### config.mk
export PLATFORM = sky130hd
export DESIGN_NAME = uart_receiver
export DESIGN_NICKNAME = d
export VERILOG_FILES = /design/src/rtl/uart_receiver.sv
export SDC_FILE = /design/constraint.sdc
export NUM_CORES = 1
export LEC_CHECK = 0
export ABC_AREA = 1
export CAP_MARGIN = 20
export CORE_UTILIZATION = 45
export DETAILED_ROUTE_END_ITERATION = 8
export PLACE_DENSITY_LB_ADDON = 0.2
export SKIP_CTS_REPAIR_TIMING = 1
export SLEW_MARGIN = 20
export SYNTH_ARGS = -nofsm -noshare
export SYNTH_HDL_FRONTEND = slang
export SYNTH_SLANG_ARGS = --single-unit
### constraint.sdc
create_clock -name sys_clk -period 3.85 [get_ports sys_clk]
set_input_delay 0.5775 -clock sys_clk [delete_from_list [all_inputs] [get_ports sys_clk]]
set_output_delay 0.5775 -clock sys_clk [all_outputs]
set_load 0.005 [all_outputs]
### src/rtl/uart_receiver.sv
// uart_receiver: 8-bit UART receive channel with a small first-word
// fall-through FIFO drained through a valid/ready handshake.
//
// Frame: 1 start bit, 8 data bits LSB-first, optional even parity, 1 stop bit.
// Optional feature macro: UART_RX_PARITY_EN (adds the parity bit and makes
// parity_err live; without it the frame is 10 bits and parity_err is 0).
//
// Parameters:
//   CLK_FREQ    sys_clk frequency in Hz
//   BAUD        line rate; CLKS_PER_BIT = CLK_FREQ / BAUD
//   FIFO_DEPTH  receive FIFO entries, power of two, >= 2
// Ports:
//   sys_clk      system clock
//   sys_reset    asynchronous active-low reset
//   uart_rx      serial input, asynchronous, idle high
//   rx_data      FIFO head byte (first-word fall-through)
//   rx_valid     FIFO not empty
//   rx_ready     consumer pops the head byte when rx_valid & rx_ready
//   fifo_count   bytes currently held
//   frame_err    one-cycle pulse: stop bit sampled low
//   parity_err   one-cycle pulse: parity mismatch
//   overrun      sticky: good byte dropped because the FIFO was full
//   overrun_clr  clears overrun (a coincident new overrun wins)

module uart_receiver #(
    parameter int unsigned CLK_FREQ   = 50_000_000,
    parameter int unsigned BAUD       = 115200,
    parameter int unsigned FIFO_DEPTH = 4
) (
    input  logic                          sys_clk,
    input  logic                          sys_reset,
    input  logic                          uart_rx,
    output logic [7:0]                    rx_data,
    output logic                          rx_valid,
    input  logic                          rx_ready,
    output logic [$clog2(FIFO_DEPTH):0]   fifo_count,
    output logic                          frame_err,
    output logic                          parity_err,
    output logic                          overrun,
    input  logic                          overrun_clr
);

    localparam int unsigned CLKS_PER_BIT = CLK_FREQ / BAUD;
    localparam int unsigned CNT_W        = $clog2(CLKS_PER_BIT);
    localparam int unsigned PTR_W        = $clog2(FIFO_DEPTH);
    localparam int unsigned FCNT_W       = PTR_W + 1;

    localparam logic [CNT_W-1:0]  HALF_LOAD = CNT_W'(CLKS_PER_BIT / 2 - 1);
    localparam logic [CNT_W-1:0]  FULL_LOAD = CNT_W'(CLKS_PER_BIT - 1);
    localparam logic [FCNT_W-1:0] FIFO_FULL = FCNT_W'(FIFO_DEPTH);

    typedef enum logic [2:0] {
        S_IDLE,
        S_START,
        S_DATA,
`ifdef UART_RX_PARITY_EN
        S_PARITY,
`endif
        S_STOP
    } state_t;

    // Two-flop synchroniser, idles high
    logic [1:0] sync_q;
    logic       rxs;

    always_ff @(posedge sys_clk or negedge sys_reset) begin
        if (!sys_reset) sync_q <= 2'b11;
        else            sync_q <= {sync_q[0], uart_rx};
    end

    assign rxs = sync_q[1];

    // Receive state machine
    state_t           state, state_next;
    logic [CNT_W-1:0] bit_cnt, bit_cnt_next;
    logic [2:0]       bit_idx, bit_idx_next;
    logic [7:0]       shift, shift_next;
    logic             armed, armed_next;
    logic             tick_c;
    logic             push_c;
    logic             frame_err_next;
    logic             parity_err_next;
`ifdef UART_RX_PARITY_EN
    logic             par_bad, par_bad_next;
`endif

    assign tick_c = (bit_cnt == '0);

    always_ff @(posedge sys_clk or negedge sys_reset) begin
        if (!sys_reset) begin
            state      <= S_IDLE;
            bit_cnt    <= '0;
            bit_idx    <= '0;
            shift      <= '0;
            armed      <= 1'b1;
            frame_err  <= 1'b0;
`ifdef UART_RX_PARITY_EN
            par_bad    <= 1'b0;
            parity_err <= 1'b0;
`endif
        end else begin
            state      <= state_next;
            bit_cnt    <= bit_cnt_next;
            bit_idx    <= bit_idx_next;
            shift      <= shift_next;
            armed      <= armed_next;
            frame_err  <= frame_err_next;
`ifdef UART_RX_PARITY_EN
            par_bad    <= par_bad_next;
            parity_err <= parity_err_next;
`endif
        end
    end

`ifndef UART_RX_PARITY_EN
    assign parity_err = 1'b0;
`endif

    always_comb begin
        state_next      = state;
        bit_cnt_next    = bit_cnt;
        bit_idx_next    = bit_idx;
        shift_next      = shift;
        armed_next      = armed;
        push_c          = 1'b0;
        frame_err_next  = 1'b0;
        parity_err_next = 1'b0;
`ifdef UART_RX_PARITY_EN
        par_bad_next    = par_bad;
`endif

        case (state)
            S_IDLE: begin
                // After a framing error the line must return high before re-arming
                if (!armed) begin
                    if (rxs) armed_next = 1'b1;
                end else if (!rxs) begin
                    state_next   = S_START;
                    bit_cnt_next = HALF_LOAD;
                end
            end

            S_START: begin
                if (!tick_c) begin
                    bit_cnt_next = bit_cnt - CNT_W'(1);
                end else if (rxs) begin
                    state_next = S_IDLE;
                end else begin
                    state_next   = S_DATA;
                    bit_cnt_next = FULL_LOAD;
                    bit_idx_next = 3'd0;
`ifdef UART_RX_PARITY_EN
                    par_bad_next = 1'b0;
`endif
                end
            end

            S_DATA: begin
                if (!tick_c) begin
                    bit_cnt_next = bit_cnt - CNT_W'(1);
                end else begin
                    shift_next   = {rxs, shift[7:1]};
                    bit_cnt_next = FULL_LOAD;
                    bit_idx_next = bit_idx + 3'd1;
                    if (bit_idx == 3'd7) begin
`ifdef UART_RX_PARITY_EN
                        state_next = S_PARITY;
`else
                        state_next = S_STOP;
`endif
                    end
                end
            end

`ifdef UART_RX_PARITY_EN
            S_PARITY: begin
                if (!tick_c) begin
                    bit_cnt_next = bit_cnt - CNT_W'(1);
                end else begin
                    par_bad_next = (rxs != ^shift);
                    bit_cnt_next = FULL_LOAD;
                    state_next   = S_STOP;
                end
            end
`endif

            S_STOP: begin
                if (!tick_c) begin
                    bit_cnt_next = bit_cnt - CNT_W'(1);
                end else begin
                    state_next = S_IDLE;
                    if (!rxs) begin
                        frame_err_next = 1'b1;
                        armed_next     = 1'b0;
`ifdef UART_RX_PARITY_EN
                    end else if (par_bad) begin
                        parity_err_next = 1'b1;
`endif
                    end else begin
                        push_c = 1'b1;
                    end
                end
            end

            default: state_next = S_IDLE;
        endcase
    end

    // Receive FIFO
    logic [7:0]       mem [FIFO_DEPTH];
    logic [PTR_W-1:0] wr_ptr, rd_ptr;
    logic             pop_c, full_c, wr_c, ovr_set_c;
    logic [FCNT_W-1:0] count_next;

    assign pop_c     = rx_ready & rx_valid;
    assign full_c    = (fifo_count == FIFO_FULL);
    // A pop in the same cycle frees the slot, so a full FIFO still accepts the push
    assign wr_c      = push_c & (~full_c | pop_c);
    assign ovr_set_c = push_c & full_c & ~pop_c;

    always_comb begin
        count_next = fifo_count;
        if (wr_c && !pop_c)      count_next = fifo_count + FCNT_W'(1);
        else if (!wr_c && pop_c) count_next = fifo_count - FCNT_W'(1);
    end

    always_ff @(posedge sys_clk or negedge sys_reset) begin
        if (!sys_reset) begin
            for (int i = 0; i < int'(FIFO_DEPTH); i++) mem[i] <= '0;
            wr_ptr     <= '0;
            rd_ptr     <= '0;
            fifo_count <= '0;
            rx_valid   <= 1'b0;
            overrun    <= 1'b0;
        end else begin
            if (wr_c) begin
                mem[wr_ptr] <= shift_next;
                wr_ptr      <= wr_ptr + PTR_W'(1);
            end
            if (pop_c) rd_ptr <= rd_ptr + PTR_W'(1);
            fifo_count <= count_next;
            rx_valid   <= (count_next != '0);
            // Set has priority over clear
            if (ovr_set_c)        overrun <= 1'b1;
            else if (overrun_clr) overrun <= 1'b0;
        end
    end

    assign rx_data = mem[rd_ptr];

endmodule

==> impl_metrics.py, run 1 <==
metrics = {
    "run_status": {
        "status": "complete, no violations",
    },
    "setup_path": {
        "required_ps": 3270,
        "crit_buf_inv": 2,
        "end_kind": "output port",
        "startpoint_type": "flop",
        "crit_arrival_ps": 2190,
        "cpMaxStageDelayCell": "dfrtp_1",
        "path_cells": "inv_1, o21ai_0, o22ai_1, clkdlybuf4s50_1",
        "crit_path_max_fanout": 18,
        "path_delay_family": "buffers and inverters",
        "slowest_delay_ps": 670,
        "critPathKind": "flop to output port",
    },
    "floorplan": {
        "die_w_um": 88.61,
        "die_area_um2": 7852,
        "die_y_um": 88.61,
        "num_rows": 31,
        "core_um2": 7253,
        "ios": 20,
        "initial_core_util": 0.4654,
    },
    "global_route": {
        "grt_overflow": 0,
        "grt_pass1_vias": 2441,
        "grt.busiest_layer": "met2",
        "antenna_found_initial": 0,
        "grt_usage": 0.1856,
        "gr-usage-met1": 0.2479,
        "grt.met2_usage": 0.2944,
        "grt_max_degree": 49,
        "use_met3": 0.03451,
        "grt_pass1_wl_um": 11080,
    },
    "logic_synthesis": {
        "yosysWarnings": 0,
        "avgSynthCellArea_um2": 8.791,
        "syn_inst": 384,
        "synthesis.area_um2": 3376,
        "synth-main-ff-cell": "dfrtp_1",
        "synth.most_common_cell": "nand2_1",
        "synth_seq_cells": 67,
        "synth_top_cell_area_share": 0.4744,
        "yosysSeqAreaShare": 0.4978,
        "synth_top_cells_by_count": "nand2_1 (81), dfrtp_1 (64), o21ai_1 (43)",
        "synth_async_sr_flop_share": 1.000,
        "synth_top_area_cell": "dfrtp_1",
        "synth_area_leaders": "dfrtp_1 (47%), nand2_1 (9.0%), o21ai_1 (6.4%)",
        "synth-edff-count": 0,
        "synth_nets": 405,
        "synth.distinct_cells": 35,
    },
    "sta": {
        "fin_setup_tns_ps": 0,
        "fin_skew_ps": 13.87,
        "fmax_ghz": 0.3611,
        "fin_crit_sh": 0.7194,
        "relSlewSlack": 0.6068,
        "hold_violations": 0,
        "rsz0062_at_grt": "false",
        "worst_slew_pin_slew_ps": 589.7,
        "post-route-min-period_ps": 2770,
        "setup_viol": 0,
        "drv_slew": 0,
    },
    "place": {
        "port_buffers": 18,
        "place_inst": 491,
        "dpl.hpwl_um": 4539,
        "gp_congestion": 0.7717,
    },
    "final_layout": {
        "fin_cells": 507,
        "drive_above_1_share": 0.1176,
        "syn_to_final_growth_pct": 11.90,
        "n_fill_cell": 711,
        "insertedDiodeCount": 0,
        "multiInputGateArea_um2": 1433,
        "seq_area_um2": 1680,
        "nNetsFinal": 424,
    },
    "drt": {
        "totalWireLength_um": 6301,
        "initialDrtViolationCount": 117,
        "via_per_inst": 4.927,
        "vias": 2498,
        "drt-pass1-iter-count": 4,
        "wire_per_inst_um": 12.43,
        "drc": 0,
        "ant_nets": 0,
    },
    "clocking": {
        "cts_tree": "yes",
        "root_buffer": "clkbuf_8",
        "cts_sinks": 67,
        "h-tree-depth": 3,
        "cts_buffer_depth": 2,
        "cts.reportedPaths.clkPinSlew_ps": 80,
        "cts_buffers": 9,
        "clock_latency_ps": 340,
    },
    "pwr": {
        "power_per_cell_area_nw_per_um2": 609.9,
        "p_leak_uw": 0.001825,
        "peakVddDrop_uv": 283.5,
    },
    "run": {
        "cap_violations": 0,
    },
    "worst_hold_path": {
        "hp-class": "input port to asynchronous set/reset pin",
    },
}
[metal layers]
layer,share of wire,up-vias
li1,-,1281
met1,0.50,1168
met2,0.45,41
met3,0.030,8
met4,0.016,0
met5,0,-
[area by class of cell]
type	count	area share
clock buffers	9	0.03279
clock inverters	7	0.01391
inverters	46	0.04737
multi-input cells	260	0.3793
flip-flops and latches	67	0.4448
well taps	99	0.03279
repair buffers	19	0.04902
[registers in the layout, indices dropped and copies added (netlist names), 2 cells and up]
signal,count
mem,32
bit_cnt,9
shift,8
bit_idx,3
fifo_count,3
rd_ptr,2
state,2
sync_q,2
wr_ptr,2
[report_power, final]
| group | internal, uW | switching (uW) | total (uW) |
|---|---|---|---|
| combinational | 382 | 504 | 886 |
| clock | 238 | 282 | 520 |
| sequential | 787 | 111 | 898 |
[per-stage QoR]
| step | utilization | worst slack [ps] | hold WS [ps] | total power [uW] | instance area (um2) |
|---|---|---|---|---|---|
| 2_1_floorplan | - | 2131 | 281.9 | 1492 | 3376 |
| 4_1_cts | 0.5204 | 1065 | 358.2 | 2325 | 3775 |
| 3_3_place_gp | 0.4961 | 1519 | 346.0 | 1783 | 3598 |
| 5_1_grt | 0.5208 | 798.5 | 284.7 | 2494 | 3777 |
| 6_report | 0.5208 | 1080 | 243.3 | 2304 | 3777 |
| 3_5_place_dp | 0.4961 | 1449 | 347.5 | 1798 | 3598 |
[logic make-up (layout without fill, tap and decap cells)]
group,count (synthesis),count (layout),share of synthesized area
other,1,1,0.001111
xor gates and xnor gates,10,10,0.02595
buffers and inverters,57,81,0.07783
adders and majority gates,16,16,0.05930
AOI/OAI and AO/OA,91,91,0.1509
DFF,67,67,0.4978
and+or+nand+nor,142,142,0.1872
[worst paths after layout]
check / from / end / slack (ps) / depth (start not counted)
max in group asynchronous: sys_reset / mem[13] / 2930 / 2
setup reg to reg: state[0] / bit_cnt[8] / 1850 / 9
hold reg to reg: sync_q[0] / sync_q[1] / 360 / 0
min in group sys_clk: sync_q[0] / sync_q[1] / 360 / 0
setup / recovery: rd_ptr[0] / rx_data[7] / 1080 / 4
hold / removal: sys_reset / mem[8] / 240 / 1
[layout by cell type, fill, tap and decap left out, drive strengths merged, types with 2 or more instances in the layout]
cell	netlist	layout
nand2	87	87
dfrtp	64	64
o21ai	64	64
inv	44	46
nor2	38	38
clkdlybuf4s50	0	17
ha	16	16
nand3	12	12
o22ai	10	10
xor2	9	9
clkbuf	4	9
a21oi	7	7
clkinv	2	6
o21a	4	4
o31ai	3	3
dfstp	3	3
nand4	3	3
nor3	2	2
a31oi	2	2
buf	7	2
No activity file was read; power rests on OpenSTA's default activity.
==> run 2: changes to the inputs <==
Clock period 3.85 ns to 2.65 ns, I/O delays scaled along.
==> impl_metrics.py, run 2 (synthesized netlist as in run 1, its figures left out) <==
metrics = {
    "setup_path": {
        "end_kind": "output port",
        "reg2reg_depth": 9,
        "critPathKind": "flop to output port",
        "rr_endpoint": "bit_cnt[8]",
        "crit_path_max_fanout": 17,
        "r2r_setup_slack_ps": 590,
        "worstReg2RegStart": "state[0]",
        "startpoint_type": "flop",
        "required_ps": 2250,
        "crit_arrival_ps": 1910,
    },
    "place": {
        "port_buffers": 18,
        "gp_congestion": 0.8285,
        "dpl.hpwl_um": 4552,
        "place_area_um2": 3618,
    },
    "final_layout": {
        "layout_commonest_cell": "nand2_1",
        "stdcell_area_um2": 3884,
        "nNetsFinal": 425,
        "largest_reg_flops": 32,
        "syn_to_final_growth_pct": 15.05,
        "fin_util": 0.5354,
        "reg.largest.list": "mem (32), bit_cnt (9), shift (8)",
        "layout_common_cells": "nand2_1 (81), dfrtp_1 (64), o21ai_1 (43), inv_1 (34), nor2_1 (34)",
        "multiInputGateArea_um2": 1433,
        "largest_register": "mem",
        "n_fill_cell": 675,
        "seq_area_um2": 1680,
        "drive_above_1_share": 0.1174,
        "insertedDiodeCount": 0,
    },
    "sta": {
        "fmax_ghz": 0.4325,
        "hold_violations": 0,
        "fin_skew_ps": 12.15,
        "hold_slack_ps": 67.23,
        "setup_viol": 0,
        "rsz0062_at_grt": "false",
        "post-route-min-period_ps": 2312,
        "drv_slew": 0,
        "fin_setup_tns_ps": 0,
        "fin_crit_sh": 0.8725,
    },
    "clocking": {
        "clock_latency_ps": 340,
        "h-tree-depth": 3,
        "cts_sinks": 67,
        "cts_tree": "yes",
        "cts_buffers": 9,
        "root_buffer": "clkbuf_8",
        "cts_buffer_depth": 2,
        "cts.reportedPaths.clkPinSlew_ps": 70,
    },
    "drt": {
        "initialDrtViolationCount": 150,
        "drt-pass1-iter-count": 5,
        "vias": 2518,
        "drc": 0,
        "wire_per_inst_um": 12.93,
        "ant_nets": 0,
        "via_per_inst": 4.957,
        "totalWireLength_um": 6567,
    },
    "floorplan": {
        "die_area_um2": 7852,
        "die_y_um": 88.61,
        "initial_core_util": 0.4654,
        "num_rows": 31,
        "ios": 20,
        "core_um2": 7253,
        "die_w_um": 88.61,
    },
    "run_status": {
        "status": "complete, no violations",
    },
    "global_route": {
        "grt_pass1_wl_um": 11330,
        "grt_max_degree": 68,
        "grt_pass1_vias": 2491,
        "grt_usage": 0.1911,
        "grt_overflow": 0,
        "antenna_found_initial": 0,
    },
    "pwr": {
        "peakVddDrop_uv": 457.1,
        "power_per_cell_area_nw_per_um2": 957.9,
        "p_leak_uw": 0.001874,
    },
    "worst_hold_path": {
        "hp-class": "input port to asynchronous set/reset pin",
    },
    "run": {
        "cap_violations": 0,
    },
}
==> run 2: cell count changes in the layout (fill, tap and decap cells not counted), sizes merged <==
| cell | previous run | this run |
|---|---|---|
| clkinvlp | 1 | 0 |
| clkinv | 6 | 4 |
| buf | 2 | 3 |
| inv | 46 | 44 |
| clkbuf | 9 | 10 |
| bufinv | 0 | 4 |
==> run 2: area by class of cell <==
cell class / instances / share of cell area
Sequential cell: 67 / 0.4327
Multi-Input combinational cell: 260 / 0.3689
Timing Repair Buffer: 20 / 0.05219
Inverter: 46 / 0.04607
Clock inverter: 6 / 0.03544
Clock buffer: 10 / 0.03286
Tap cell: 99 / 0.03189
==> run 2: routing by layer <==
layer,global-route usage,part of all wire,vias up
met4,0.09677,0.025,0
met1,0.2548,0.48,1185
li1,-,-,1279
met5,0,0,-
met2,0.2965,0.46,40
met3,0.03918,0.034,14
==> run 2: critical path, cell delays in order (launching register included) <==
cell and delay [ps]:
dfrtp_1 380, inv_1 340, o21ai_0 170, o22ai_1 160, clkdlybuf4s50_1 520
==> run 2: metrics by stage <==
stage               total power (uW)  cells  setup WS (ps)
global placement                2603    492          700.2
floorplan                       2167    384          960.6
detailed placement              2626    492          654.7
global route                    4000    508          197.8
finish                          3720    508          337.8
CTS                             3766    508          325.7
==> run 2: where the power goes <==
group / total, uW / leakage [uW] / internal (uW) / switching (uW)
logic: 1320 / 0.000861 / 567 / 757
registers: 1270 / 0.000882 / 1140 / 127
clock network: 1120 / 0.000131 / 724 / 400
total: 3720 / 0.00187 / 2440 / 1280
==> run 2: worst max path at each step <==
stage,start,end,slack [ps]
final,rd_ptr[0],rx_data[3],340
after detailed placement,bit_cnt[0],mem[20],650
after global routing,rd_ptr[0],rx_data[6],200
after CTS,rd_ptr[0],rx_data[3],330
after global placement,state[0],bit_cnt[0],700
after floorplan,bit_cnt[0],rx_valid,960
==> run 3: changes to the inputs <==
Settings changed: CAP_MARGIN 20 to not set.
Clock period 2.65 ns to 2.2 ns, I/O delays scaled along.
==> impl_metrics.py, run 3 (synthesized netlist as in run 1, its figures left out) <==
metrics = {
    "drt": {
        "totalWireLength_um": 6659,
        "via_per_inst": 5.000,
        "vias": 2560,
        "wire_per_inst_um": 13.01,
        "initialDrtViolationCount": 169,
        "drt-pass1-iter-count": 4,
        "drc": 0,
        "ant_nets": 0,
    },
    "sta": {
        "fin_crit_sh": 0.9472,
        "hold_slack_ps": -5.479,
        "setup_viol": 0,
        "fmax_ghz": 0.4799,
        "hold_violations": 3,
        "post-route-min-period_ps": 2084,
        "fin_setup_tns_ps": 0,
        "drv_slew": 0,
        "fin_skew_ps": 10.23,
        "rsz0062_at_grt": "false",
    },
    "setup_path": {
        "slowest_delay_ps": 520,
        "crit_path_max_fanout": 17,
        "crit_arrival_ps": 1750,
        "path_cells": "buf_8, o21ai_0, o22ai_1, clkdlybuf4s50_1",
        "cpMaxStageDelayCell": "clkdlybuf4s50_1",
        "critPathKind": "flop to output port",
        "startpoint_type": "flop",
        "required_ps": 1870,
        "end_kind": "output port",
        "worstReg2RegStart": "bit_cnt[0]",
        "crit_start": "rd_ptr[0]",
    },
    "final_layout": {
        "layout_commonest_cell": "nand2_1",
        "nNetsFinal": 429,
        "layout_common_cells": "nand2_1 (81), dfrtp_1 (63), o21ai_1 (43), nor2_1 (34), inv_1 (32)",
        "drive_above_1_share": 0.1356,
        "insertedDiodeCount": 0,
        "fin_cells": 512,
        "syn_to_final_growth_pct": 15.38,
        "reg.largest.list": "mem (32), bit_cnt (9), shift (8)",
        "fin_util": 0.5370,
        "largest_reg_flops": 32,
        "largest_register": "mem",
    },
    "place": {
        "port_buffers": 18,
        "gp_congestion": 0.8268,
        "place_inst": 495,
        "dpl.hpwl_um": 4622,
    },
    "pwr": {
        "power_per_cell_area_nw_per_um2": 1124,
        "peakVddDrop_uv": 521.1,
        "total_power_uw": 4377,
        "p_leak_uw": 0.001909,
    },
    "floorplan": {
        "core_um2": 7253,
        "die_w_um": 88.61,
        "ios": 20,
        "num_rows": 31,
        "die_area_um2": 7852,
        "die_y_um": 88.61,
        "initial_core_util": 0.4654,
    },
    "clocking": {
        "cts_buffer_depth": 2,
        "cts_tree": "yes",
        "cts.reportedPaths.clkPinSlew_ps": 70,
        "cts_sinks": 67,
        "root_buffer": "clkbuf_8",
        "clock_latency_ps": 340,
        "cts_buffers": 9,
        "h-tree-depth": 3,
    },
    "run_status": {
        "status": "complete, but fails checks",
        "violations": "negative hold slack",
    },
    "global_route": {
        "grt_pass1_wl_um": 11210,
        "grt_usage": 0.1892,
        "grt.met2_usage": 0.3000,
        "grt_overflow": 0,
        "gr-usage-met1": 0.2569,
        "antenna_found_initial": 0,
        "use_met3": 0.02799,
        "grt_max_degree": 68,
        "grt_pass1_vias": 2385,
        "grt.busiest_layer": "met2",
    },
    "run": {
        "cap_violations": 0,
    },
    "worst_hold_path": {
        "hp-class": "input port to asynchronous set/reset pin",
    },
}
==> run 3: routing by layer <==
| metal | part of all wire | vias to the layer above |
|---|---|---|
| li1 | - | 1297 |
| met1 | 0.48 | 1207 |
| met2 | 0.47 | 45 |
| met3 | 0.029 | 11 |
| met4 | 0.018 | 0 |
| met5 | 0 | - |
==> run 3: where the power goes <==
part	leakage, uW	internal (uW)	total (uW)	switching, uW
Sequential	0.000881	1380	1540	162
Clock	0.000114	648	1140	496
Combinational	0.000914	733	1690	957
Total	0.00191	2760	4380	1620
==> run 3: cell type report <==
type	count	area (um2)
Sequential cell	67	1682
Timing Repair inverter	1	7.507
Clock buffer	9	123.9
Fill cell	687	3358
Timing Repair Buffer	23	237.7
Tap cell	99	123.9
Inverter	46	182.7
Clock inverter	7	100.1
Multi-Input combinational cell	260	1438
==> run 3: per-stage QoR <==
stage | setup slack [ps] | hold WS [ps] | area (um2)
after floorplan | 510.6 | 34.41 | 3376
after global placement | 255.3 | 345.3 | 3641
after detailed placement | 228.9 | 351.0 | 3641
after CTS | -38.04 | -0.5849 | 3865
after global routing | 10.68 | 21.69 | 3895
final | 116.1 | -5.479 | 3895
==> run 3: path summary, 6_finish.rpt <==
path                               to  cells past startpoint  slack (ps)
min reg2reg                 sync_q[1]                      0         360
min                            mem[6]                      2          -5
max in group asynchronous   sync_q[0]                      2        1880
max reg2reg                  rx_valid                     11         290
min in group sys_clk        sync_q[1]                      0         360
max                        rx_data[0]                      4         120
==> run 3: critical path: cells and delay by family, from the launching register on <==
family | cells | cell delay, ps
flops | 1 | 450
buf+inv | 2 | 690
compound gates | 2 | 280
